[config.mk]
export PLATFORM = sky130hd
export DESIGN_NAME = upc_checkout_monitor
export DESIGN_NICKNAME = d
export VERILOG_FILES = /design/src/rtl/upc_checkout_monitor.sv
export SDC_FILE = /design/constraint.sdc
export NUM_CORES = 1
export LEC_CHECK = 0
export CAP_MARGIN = 40
export CELL_PAD_IN_SITES_DETAIL_PLACEMENT = 1
export CELL_PAD_IN_SITES_GLOBAL_PLACEMENT = 2
export CORE_MARGIN = 2
export CORE_UTILIZATION = 26
export CTS_BUF_LIST = sky130_fd_sc_hd__clkbuf_8
export DETAILED_ROUTE_END_ITERATION = 16
export PLACE_DENSITY = 0.79
export SYNTH_ARGS = -nofsm -noshare
export SYNTH_HDL_FRONTEND = slang
export SYNTH_SLANG_ARGS = --single-unit
[constraint.sdc]
create_clock -name clk -period 1.23 [get_ports clk]
set_input_delay 0.3075 -clock clk [delete_from_list [all_inputs] [get_ports clk]]
set_output_delay 0.3075 -clock clk [all_outputs]
set_load 0.05 [all_outputs]
[src/rtl/upc_checkout_monitor.sv]
// Checkout-station monitor: classifies accepted UPC scans, counts items and
// thefts, and latches a theft alarm that blocks scanning until cleared.
module upc_checkout_monitor #(
  parameter int unsigned UPC_W = 3,
  parameter int unsigned COUNT_W = 8,
  parameter logic [(2**UPC_W)-1:0] DISC_MASK = 8'b1110_1100,
  parameter logic [(2**UPC_W)-1:0] EXP_MASK = 8'b0010_0011
) (
  input  logic               clk,
  input  logic               reset,
  input  logic [UPC_W-1:0]   upc,
  input  logic               marked,
  input  logic               scan_valid,
  output logic               scan_ready,
  input  logic               clear_alarm,
  input  logic               clear_counts,
  output logic               result_valid,
  output logic               discontinued,
  output logic               stolen,
  output logic               alarm,
  output logic [COUNT_W-1:0] item_count,
  output logic [COUNT_W-1:0] stolen_count
);

  typedef enum logic [1:0] {
    IDLE   = 2'd0,
    RESULT = 2'd1,
    ALARM  = 2'd2
  } state_e;

  localparam logic [COUNT_W-1:0] CMAX = {COUNT_W{1'b1}};
  localparam logic [COUNT_W-1:0] ONE = COUNT_W'(1);

  state_e state_q, state_d;
  logic rv_q, rv_d;
  logic disc_q, disc_d;
  logic stol_q, stol_d;
  logic [COUNT_W-1:0] item_q, item_d;
  logic [COUNT_W-1:0] scnt_q, scnt_d;

  logic accept;
  logic disc_now;
  logic stol_now;
  logic [COUNT_W-1:0] item_base;
  logic [COUNT_W-1:0] scnt_base;

  // Ready depends only on state so there is no path from scan_valid.
  assign scan_ready = (state_q != ALARM);
  assign alarm      = (state_q == ALARM);
  assign accept     = scan_valid & scan_ready;
  assign disc_now   = DISC_MASK[upc];
  assign stol_now   = EXP_MASK[upc] & ~marked;

  always_comb begin
    state_d = state_q;
    unique case (state_q)
      IDLE, RESULT: begin
        if (accept) begin
          state_d = stol_now ? ALARM : RESULT;
        end else begin
          state_d = IDLE;
        end
      end
      ALARM: begin
        if (clear_alarm) begin
          state_d = IDLE;
        end
      end
      default: state_d = IDLE;
    endcase
  end

  always_comb begin
    rv_d   = accept;
    disc_d = disc_q;
    stol_d = stol_q;
    if (accept) begin
      disc_d = disc_now;
      stol_d = stol_now;
    end
  end

  // A same-cycle clear lands first, then the accepted scan counts.
  always_comb begin
    item_base = clear_counts ? '0 : item_q;
    scnt_base = clear_counts ? '0 : scnt_q;
    item_d    = item_base;
    scnt_d    = scnt_base;
    if (accept && (item_base != CMAX)) begin
      item_d = item_base + ONE;
    end
    if (accept && stol_now && (scnt_base != CMAX)) begin
      scnt_d = scnt_base + ONE;
    end
  end

  always_ff @(posedge clk or posedge reset) begin
    if (reset) begin
      state_q <= IDLE;
      rv_q    <= 1'b0;
      disc_q  <= 1'b0;
      stol_q  <= 1'b0;
      item_q  <= '0;
      scnt_q  <= '0;
    end else begin
      state_q <= state_d;
      rv_q    <= rv_d;
      disc_q  <= disc_d;
      stol_q  <= stol_d;
      item_q  <= item_d;
      scnt_q  <= scnt_d;
    end
  end

  assign result_valid = rv_q;
  assign discontinued = disc_q;
  assign stolen       = stol_q;
  assign item_count   = item_q;
  assign stolen_count = scnt_q;

endmodule

==> results.txt, run 1 <==
----------------------------------------------------
[Status]
  Run status ... finished with violations
  Violated checks ... setup timing

[Worst setup path]
  Crit path DAT ... 1610 ps
  Kind of capture point of the worst setup path ... register
  Buffering stage count on the worst path with inverters included ... 2
  Top cell family by delay on the critical path ... flip-flops
  Worst endpoint required time ... 1390 ps
  Category of the critical setup timing path ... reg2reg
  Delay contributed by the slowest stage of the critical path ... 410 ps
  Largest fanout of any net on the critical path ... 6
  Critical Path Most Common Cell ... buf_6
  Critical-path cell with the highest stage delay ... dfrtp_1
  Sequence of cells on the critical path ... nand2b_4, nand4_1, buf_6, buf_6, a41oi_4, a21oi_2
  Element type at the critical path start ... register

[Timing]
  Final Setup Violations ... 32
  Fmax ... 689.5 MHz
  Sum of negative setup slack ... -3245 ps
  Share of the clock period used by the worst path ... 117.9%
  Setup repair after global routing missed its margin ... true
  Slew at the pin with the worst max-slew slack ... 351.9 ps
  Worst-case hold slack ... 363.9 ps
  Final worst clock skew ... 1.166 ps
  Final hold viol count ... 0
  Final-report max-slew violation count ... 0
  Clock period minus final worst setup slack ... 1450 ps
  Worst-case headroom to the max-slew limit ... 76.51%
  Setup WS post-layout ... -220.3 ps

[Detailed routing]
  Vias per cell ... 5.164
  Number of nets still failing antenna checks after routing ... 0
  Drt initial violations ... 62
  DRC violations left ... 0
  Routed wire length ... 5138 um
  Wirelength per Cell ... 20.55 um
  Number of vias in the routed layout ... 1,291
  Drt first pass iters ... 4

[Worst hold path]
  Hold crit path type ... in2async

[Synth]
  Number of warnings issued by yosys ... 0
  Cell count after synthesis ... 107
  Most used flip-flop cell after synthesis ... dfrtp_1
  Top area cells in the synthesized netlist ... dfrtp_1 51%, a21oi_1 4.4%, nand2_1 4.4%, a211oi_1 3.6%, nor2_1 2.9%
  Most area-hungry cell type in the Yosys netlist ... dfrtp_1
  Number of synthesized flops with an enable pin ... 0
  Async S/R FF share, synth ... 100.0%
  Share of the yosys chip area belonging to registers ... 50.79%
  Distinct cell type count after synthesis ... 36
  Mapped Nets ... 116
  Synthesized area per cell ... 9.670 um2
  Top cells by count, synth ... 21 x dfrtp_1, 12 x nand2_1, 9 x a21oi_1
  Post-synth top area share ... 50.79%
  Synth Register Bits ... 21
  Mapped cell area ... 1035 um2
  Leading cell type by number of instances after synthesis ... dfrtp_1

[GRT]
  Wire length of the first global-routing pass ... 7265 um
  Global-route met3 utilization ... 2.196%
  Antenna violations before repair ... 0
  Number of global-route vias before repair ... 1,414
  Maximum number of pins on one net before global-route repair ... 22
  Most heavily used metal layer in global routing ... met2
  Met2 Usage GRT ... 36.88%
  Met1 Track Usage GR ... 28.45%
  GRT overflow ... 0
  Global router's overall resource usage ... 21.49%

[Layout]
  Layout fillers ... 387
  Cell Count, Final, Fillers Out ... 250
  Area of all placed cells without fillers ... 2432 um2
  Synth-to-layout area growth ... 135.1%
  Ant diodes ... 0
  Nets ... 212
  Share of post-route cells with drive strength above 1 ... 67.82%

[Clocking]
  Clock edge transition at the registers on the reported setup and hold paths ... 80 ps
  CTS Root Cell ... clkbuf_8
  CTS tree ... built
  CTS buffer count ... 3
  TritonCTS Sinks ... 21
  Depth of the CTS H-tree ... 1
  Longest Clk Path Bufs ... 2
  Clock insertion delay at the later pin of the skew report ... 270 ps

[Place]
  Detailed placer's ending HPWL ... 2655 um
  Pre-CTS WS ... -608.2 ps
  Post-placement cell area ... 1902 um2
  Final RePlAce weighted congestion ... 0.8574
  Placed insts ... 217
  Number of buffers inserted by port buffering ... 29

[Die]
  Area of the core region ... 3744 um2
  Die outline width ... 67.09 um
  I/O pin cnt ... 30
  Area enclosed by the die boundary ... 4500 um2
  Effective utilization at floorplan ... 27.64%
  Vert. Die Dim ... 67.09 um
  Number of standard-cell rows in the floorplan ... 22

[Flow run]
  Max capacitance violation total ... 0

[Power]
  Cell area power density ... 707.8 nW/um2
  Peak supply drop ... 0.5628 mV
  Leakage power of the design ... 1.081 nW

----------------------------------------------------
==> flip-flops by register name (all words and copies together) (netlist names) <==
signal and count:
item_count 8, stolen_count 8, state_q 2, discontinued 1
result_valid 1, stolen 1
==> what timing repair did <==
| item | 4_1_cts | 5_1_grt |
|---|---|---|
| hold buffers | 0 | 0 |
| cloned | 1 | 0 |
| pin swaps | 17 | 10 |
| setup endpoints to repair | 33 | 34 |
| gates resized for setup | 53 | 19 |
| setup buffers | 18 | 11 |
==> kinds of logic after synthesis <==
kind of cell | after synthesis | synth area share (%)
simple gates | 46 | 24.79
compound gates | 31 | 20.32
flops | 21 | 50.79
buf+inv | 8 | 3.144
mux | 1 | 0.9674
==> through the flow <==
stage,power [W],util [%]
after floorplan,0.0009198,-
final,0.001722,64.97
after detailed placement,0.001161,50.80
after CTS,0.001677,60.80
after global routing,0.001791,64.97
after global placement,0.001148,50.80
==> where the power goes <==
part | switching, W | internal (W)
sequential | 0.0000264 | 0.000718
clock | 0.000259 | 0.000224
combinational | 0.000248 | 0.000246
total | 0.000534 | 0.00119
==> placed cells by master, fill, tap and decap left out, types with 3 or more instances in the layout <==
cell type and n:
a211oi_2 4, a21oi_1 6, a21oi_2 3, buf_12 22
buf_4 38, buf_6 25, clkbuf_8 3, dfrtp_1 6
dfrtp_2 15, dlygate4sd2_1 6, inv_1 4, nand2_1 10
nand2b_4 3, nand4_1 3, nor2_1 6, nor3_4 3
==> cell type report <==
class	count	area (um2)	share of cell area, %
Timing Repair Buffer	93	1080	44.39
Inverter	6	30.03	1.235
Tap cell	48	60.06	2.469
Sequential cell	21	544.3	22.38
Multi-Input combinational cell	78	673.1	27.67
Clock buffer	3	41.29	1.698
Clock inverter	1	3.754	0.1543
==> per-layer routing <==
| metal | share of wire [%] | vias up |
|---|---|---|
| met3 | 3.7 | 9 |
| met1 | 42 | 652 |
| met4 | 1.6 | 0 |
| li1 | - | 593 |
| met2 | 52 | 37 |
| met5 | 0 | - |
==> worst reg2reg max path, stage by stage, from the launching register on <==
cell and delay [ps]:
dfrtp_1 410, nand2b_4 140, nand4_1 180, buf_6 210, buf_6 120, a41oi_4 200, a21oi_2 80
==> final timing paths <==
check	cells after the start	end	startpoint	slack (ps)
setup / recovery	6	stolen_count[0]	state_q[1]	-220
hold / removal	3	item_count[4]	reset	360
setup reg to reg	6	stolen_count[0]	state_q[1]	-220
hold reg to reg	2	discontinued	discontinued	570
max in group asynchronous	3	stolen_count[6]	reset	720
min in group clk	3	discontinued	upc[1]	490
Power figures use the tool's default switching activity.
==> run 2: changes to the inputs <==
Settings changed: PLACE_DENSITY 0.79 to not set, PLACE_DENSITY_LB_ADDON set to 0.1.
==> run 2 against run 1 <==
Combinational power fell by 5.1%; sequential power down 0.5%; hold slack better by 11 ps; first-iteration DRC count down 53%; non-clock buffer count is 4 lower; the run still ends with setup timing left; utilization decreased by 1.4 points; critical endpoint is now alarm; routed wire length down 18%.
==> results.txt, run 2 (synthesis results as in run 1) <==
----------------------------------------------------
[Timing]
  Final worst clock skew ... 5.970 ps
  Final hold viol count ... 0
  Clock period minus final worst setup slack ... 1403 ps
  Slew at the pin with the worst max-slew slack ... 303.2 ps
  Setup WS post-layout ... -173.5 ps
  Final-report max-slew violation count ... 0
  Worst-case headroom to the max-slew limit ... 79.78%
  Fmax ... 712.5 MHz
  Share of the clock period used by the worst path ... 114.1%
  Final Setup Violations ... 29
  Setup repair after global routing missed its margin ... true

[Worst setup path]
  Sequence of cells on the critical path ... nand2b_4, inv_8, buf_6, buf_12
  End of the worst register-to-register path ... stolen_count[5]
  Worst endpoint required time ... 920 ps
  Top cell family by delay on the critical path ... flip-flops
  Delay contributed by the slowest stage of the critical path ... 410 ps
  Category of the critical setup timing path ... reg2out
  Element type at the critical path start ... register
  Buffering stage count on the worst path with inverters included ... 3
  Critical-path cell with the highest stage delay ... dfrtp_1
  Crit path DAT ... 1100 ps
  Reg2reg path depth ... 5
  Largest fanout of any net on the critical path ... 5
  Beginning of the worst register-to-register path ... state_q[1]
  Kind of capture point of the worst setup path ... output port
  Setup slack on the worst flop-to-flop path ... -170 ps

[Detailed routing]
  Number of vias in the routed layout ... 1,213
  Wirelength per Cell ... 17.05 um
  Routed wire length ... 4194 um
  Number of nets still failing antenna checks after routing ... 0
  Drt first pass iters ... 4
  Vias per cell ... 4.931
  DRC violations left ... 0
  Drt initial violations ... 29

[Flow run]
  Max capacitance violation total ... 0

[Clocking]
  CTS buffer count ... 3
  Depth of the CTS H-tree ... 1
  Clock edge transition at the registers on the reported setup and hold paths ... 80 ps
  CTS Root Cell ... clkbuf_8
  CTS tree ... built
  Longest Clk Path Bufs ... 2
  TritonCTS Sinks ... 21
  Clock insertion delay at the later pin of the skew report ... 260 ps

[Place]
  Final RePlAce weighted congestion ... 0.8322
  Detailed placer's ending HPWL ... 2490 um
  Number of buffers inserted by port buffering ... 29
  Pre-CTS WS ... -550.1 ps

[Layout]
  Most frequent cells in the layout ... 38 x buf_4, 22 x buf_12, 21 x buf_6
  Most common cell after layout, fill and taps aside ... buf_4
  Synth-to-layout area growth ... 129.9%
  Share of post-route cells with drive strength above 1 ... 65.66%
  Ant diodes ... 0
  Nets ... 208

[Status]
  Run status ... finished with violations
  Violated checks ... setup timing

[Power]
  Cell area power density ... 699.7 nW/um2
  Peak supply drop ... 0.4895 mV
  Total power ... 0.001664 W
  Leakage power of the design ... 1.076 nW

[GRT]
  Antenna violations before repair ... 0
  Global router's overall resource usage ... 20.70%
  Wire length of the first global-routing pass ... 6810 um
  GRT overflow ... 0
  Number of global-route vias before repair ... 1,337
  Maximum number of pins on one net before global-route repair ... 22

[Die]
  Effective utilization at floorplan ... 27.64%
  I/O pin cnt ... 30
  Die outline width ... 67.09 um
  Number of standard-cell rows in the floorplan ... 22
  Vert. Die Dim ... 67.09 um
  Area enclosed by the die boundary ... 4500 um2
  Area of the core region ... 3744 um2

[Worst hold path]
  Hold crit path type ... in2async

----------------------------------------------------
==> run 2: per-stage QoR <==
stage	hold WS [ps]	cells	TNS, ps	utilization, %	instance area [um2]
global placement	520.3	217	-7394	50.80	1902
CTS	368.5	238	-1524	59.22	2217
finish	374.5	246	-1810	63.54	2379
detailed placement	534.1	217	-8091	50.80	1902
floorplan	283.1	107	-2754	-	1084
global route	400.9	246	-3372	63.54	2379
==> run 2: worst max-delay path by stage <==
stage                     startpoint               to  slack [ps]  cells past startpoint
after detailed placement      upc[0]  stolen_count[4]        -550                      5
after CTS                 state_q[1]            alarm        -180                      4
after global placement        upc[0]  stolen_count[4]        -510                      5
after global routing      state_q[1]  stolen_count[5]        -230                      5
final                     state_q[1]            alarm        -170                      4
after floorplan           state_q[1]    item_count[6]        -290                      5
==> run 2: power breakdown <==
group	switching, W	internal (W)	leakage, nW
Clock	0.000232	0.000223	0.0269
Sequential	0.0000227	0.000718	0.260
Combinational	0.000235	0.000235	0.789
==> run 2: layout make-up <==
| type | count | area, um2 |
|---|---|---|
| clock buffer | 3 | 41.29 |
| clock inverter | 1 | 3.754 |
| fill | 402 | 1365 |
| inverter | 6 | 30.03 |
| multi-input combinational | 78 | 665.6 |
| sequential | 21 | 543.0 |
| tap | 48 | 60.06 |
| timing repair buffer | 89 | 1035 |
==> run 2: tightest hold or removal path: stages <==
cell             delay (ps)
clkdlybuf4s50_1         400
inv_1                   100
buf_12                  180
==> run 2: routing by layer <==
metal | share of wire (%) | global-route usage, %
met5 | 0 | 0
met4 | 1.5 | 7.143
met3 | 2.6 | 3.209
met2 | 53 | 36.26
met1 | 43 | 25.53
==> run 2: what timing repair did <==
action / CTS / global route
setup endpoints to repair: 33 / 34
endpoints found under the hold margin: 0 / 0
pin swaps: 10 / 10
hold buffers: 0 / 0
gates cloned: 1 / 0
setup buffers: 16 / 8
resized for setup: 42 / 22
==> run 3: changes to the inputs <==
Settings changed: CELL_PAD_IN_SITES_GLOBAL_PLACEMENT 2 to 1, CORE_ASPECT_RATIO set to 1.2, CORE_UTILIZATION 26 to 33.
==> run 3 against run 2 <==
The run now fails in global routing; synthesized cell count unchanged; area after synthesis unchanged.
==> results.txt, run 3 <==
----------------------------------------------------
[Status]
  Run status ... did not finish
  Last stage ... global routing
  Tool error ... [ERROR DPL-0033] detailed placement checks failed during check placement.

[GRT]
  Maximum number of pins on one net before global-route repair ... 22
  Antenna violations before repair ... 0

[Synth]
  Cell count after synthesis ... 107
  Mapped Nets ... 116
  Async S/R FF share, synth ... 100.0%
  Top cells by count, synth ... 21 x dfrtp_1, 12 x nand2_1, 9 x a21oi_1
  Synthesized area per cell ... 9.670 um2
  Share of the yosys chip area belonging to registers ... 50.79%
  Synth Register Bits ... 21
  Number of synthesized flops with an enable pin ... 0
  Most used flip-flop cell after synthesis ... dfrtp_1
  Most area-hungry cell type in the Yosys netlist ... dfrtp_1
  Mapped cell area ... 1035 um2
  Number of warnings issued by yosys ... 0
  Distinct cell type count after synthesis ... 36
  Top area cells in the synthesized netlist ... dfrtp_1 51%, a21oi_1 4.4%, nand2_1 4.4%, a211oi_1 3.6%, nor2_1 2.9%
  Leading cell type by number of instances after synthesis ... dfrtp_1
  Post-synth top area share ... 50.79%

[Timing]
  Kind of the worst endpoint ... sequential cell input
  Worst endpoint from the post-global-route timing repair ... stolen_count[3]$_DFF_PP0_/D

[Place]
  Placed insts ... 207
  Final RePlAce weighted congestion ... 0.7415
  Number of buffers inserted by port buffering ... 29
  Pre-CTS WS ... -615.2 ps
  Post-placement cell area ... 1902 um2
  Detailed placer's ending HPWL ... 2682 um

[Die]
  I/O pin cnt ... 30
  Die outline width ... 55.12 um
  Effective utilization at floorplan ... 34.17%
  Number of standard-cell rows in the floorplan ... 22
  Vert. Die Dim ... 65.34 um

[Clocking]
  CTS Root Cell ... clkbuf_8
  Longest Clk Path Bufs ... 2
  Depth of the CTS H-tree ... 1
  CTS buffer count ... 3
  TritonCTS Sinks ... 21

----------------------------------------------------
## run 3: cells by family after synthesis
family,after synthesis,share of synthesized area [%]
compound gates,31,20.32
buf+inv,8,3.144
flops,21,50.79
mux,1,0.9674
simple gates,46,24.79
## run 3: what timing repair did
action / in CTS
pin swaps: 13
gates cloned: 1
buffers inserted: 21
gates resized for setup: 47
hold buffers: 0
endpoints found under the setup margin: 34
## run 3: metrics by stage
stage	TNS, ps	util, %
floorplan	-2754	-
global placement	-7525	62.81
detailed placement	-8784	62.81
CTS	-2533	74.42
==> run 4: changes to the inputs <==
Settings changed: CELL_PAD_IN_SITES_DETAIL_PLACEMENT 1 to not set, CELL_PAD_IN_SITES_GLOBAL_PLACEMENT 1 to not set, CORE_AREA set to 2 2 63 65, CORE_ASPECT_RATIO 1.2 to not set, CORE_MARGIN 2 to not set, CORE_UTILIZATION 33 to not set, CTS_BUF_LIST sky130_fd_sc_hd__clkbuf_8 to not set, DIE_AREA set to 0 0 65 67, PLACE_DENSITY_LB_ADDON 0.1 to 0.15.
Clock period 1.23 ns to 1.6 ns, I/O delays scaled along.
==> run 4 against run 3 <==
The run now ends clean.
==> results.txt, run 4 (synthesis results as in run 1) <==
----------------------------------------------------
[Status]
  Run status ... complete, no violations

[Layout]
  Synth-to-layout area growth ... 80.77%
  Ant diodes ... 0
  Share of post-route cells with drive strength above 1 ... 41.25%
  Nets ... 170
  Layout fillers ... 316
  Util after Layout ... 51.87%
  Most common cell after layout, fill and taps aside ... buf_12
  Most frequent cells in the layout ... 21 x buf_12, 20 x buf_4, 14 x dfrtp_1
  Cell Count, Final, Fillers Out ... 208

[Detailed routing]
  Number of vias in the routed layout ... 1,012
  Topmost layer with routed signal wires ... met4
  Drt initial violations ... 35
  Vias per cell ... 4.865
  Drt first pass iters ... 4
  Total length of routed met3 wires ... 95 um
  Met1 Routed Length ... 1287 um
  DRC violations left ... 0
  Amount of wire on met2 after detailed routing ... 1466 um
  Routed wire length ... 2892 um
  Number of nets still failing antenna checks after routing ... 0
  Wirelength per Cell ... 13.90 um

[Power]
  Total power ... 0.001210 W
  Cell area power density ... 646.9 nW/um2
  Peak supply drop ... 0.2407 mV
  Leakage power of the design ... 0.8096 nW

[Worst setup path]
  Setup slack on the worst flop-to-flop path ... 120 ps
  Kind of capture point of the worst setup path ... register
  Largest fanout of any net on the critical path ... 4
  Element type at the critical path start ... input pin
  Crit path DAT ... 1720 ps
  Worst endpoint required time ... 1740 ps
  Category of the critical setup timing path ... in2reg

[GRT]
  Wire length of the first global-routing pass ... 4740 um
  Number of global-route vias before repair ... 1,018
  Antenna violations before repair ... 0
  Global router's overall resource usage ... 14.49%
  Maximum number of pins on one net before global-route repair ... 22
  GRT overflow ... 0

[Timing]
  Worst-case headroom to the max-slew limit ... 77.02%
  Final worst clock skew ... 5.817 ps
  Slew at the pin with the worst max-slew slack ... 343.4 ps
  Final Setup Violations ... 0
  Final-report max-slew violation count ... 0
  Setup WS post-layout ... 27.87 ps
  Final hold viol count ... 0
  Fmax ... 636.1 MHz
  Share of the clock period used by the worst path ... 98.26%
  Worst-case hold slack ... 468.7 ps
  Clock period minus final worst setup slack ... 1572 ps

[Flow run]
  Max capacitance violation total ... 0

[Clocking]
  CTS Root Cell ... clkbuf_8
  CTS buffer count ... 3
  Longest Clk Path Bufs ... 2
  TritonCTS Sinks ... 21
  CTS tree ... built
  Depth of the CTS H-tree ... 1
  Clock edge transition at the registers on the reported setup and hold paths ... 80 ps
  Clock insertion delay at the later pin of the skew report ... 260 ps
  Hold buffer count at cts ... 0

[Die]
  Effective utilization at floorplan ... 28.70%
  Area enclosed by the die boundary ... 4355 um2
  I/O pin cnt ... 30
  Area of the core region ... 3606 um2
  Vert. Die Dim ... 67 um
  Die outline width ... 65 um
  Number of standard-cell rows in the floorplan ... 22

[Place]
  Pre-CTS WS ... -345.5 ps
  Number of buffers inserted by port buffering ... 29
  Placed insts ... 201
  Detailed placer's ending HPWL ... 2100 um
  Final RePlAce weighted congestion ... 0.8091

[Worst hold path]
  Hold crit path type ... in2reg

----------------------------------------------------
==> run 4: path summary, 6_finish.rpt <==
kind                               from         endpoint  cells past startpoint
min in group asynchronous         reset       state_q[0]                      3
max reg2reg                  state_q[1]    item_count[6]                      6
min                              upc[1]     discontinued                      3
min reg2reg                  state_q[1]       state_q[1]                      1
max in group asynchronous         reset    item_count[2]                      3
max                        clear_counts  stolen_count[4]                      4
==> run 4: critical path, cell delays in order <==
cell and delay [ps]:
clkdlybuf4s50_1 420, nand3b_1 190, or2_4 280, o41a_1 420
==> run 4: timing repair <==
action                     CTS  global route
setup endpoints to repair    5            10
setup buffers                0             2
pin swaps                    1             3
cloned                       0             1
gates resized for setup      3            15
==> run 4: final cells by class <==
| cell class | instances | area (um2) | area share, % |
|---|---|---|---|
| clock inverter | 1 | 5.005 | 0.2676 |
| multi-input combinational | 78 | 529.3 | 28.29 |
| clock buffer | 3 | 41.29 | 2.207 |
| timing repair buffer | 51 | 675.6 | 36.12 |
| tap | 48 | 60.06 | 3.211 |
| inverter | 6 | 25.02 | 1.338 |
| sequential | 21 | 534.3 | 28.56 |
==> run 4: through the flow <==
| step | setup TNS, ps | cell area [um2] |
|---|---|---|
| 2_1_floorplan | 0 | 1044 |
| 4_1_cts | 0 | 1788 |
| 6_report | 0 | 1871 |
| 3_3_place_gp | -3125 | 1739 |
| 3_5_place_dp | -3691 | 1739 |
| 5_1_grt | -56.16 | 1871 |
==> run 4: report_power, final <==
part | switching, W | internal, W | leakage, nW
clock network | 0.000182 | 0.000174 | 0.0255
registers | 0.0000263 | 0.000552 | 0.272
logic | 0.000141 | 0.000135 | 0.512
total | 0.000350 | 0.000860 | 0.810
==> run 4: per-layer routing <==
layer | up-vias | GRT usage (%)
li1 | 508 | -
met1 | 487 | 18.25
met2 | 15 | 23.97
met3 | 2 | 1.858
met4 | 0 | 7.979
met5 | - | 0
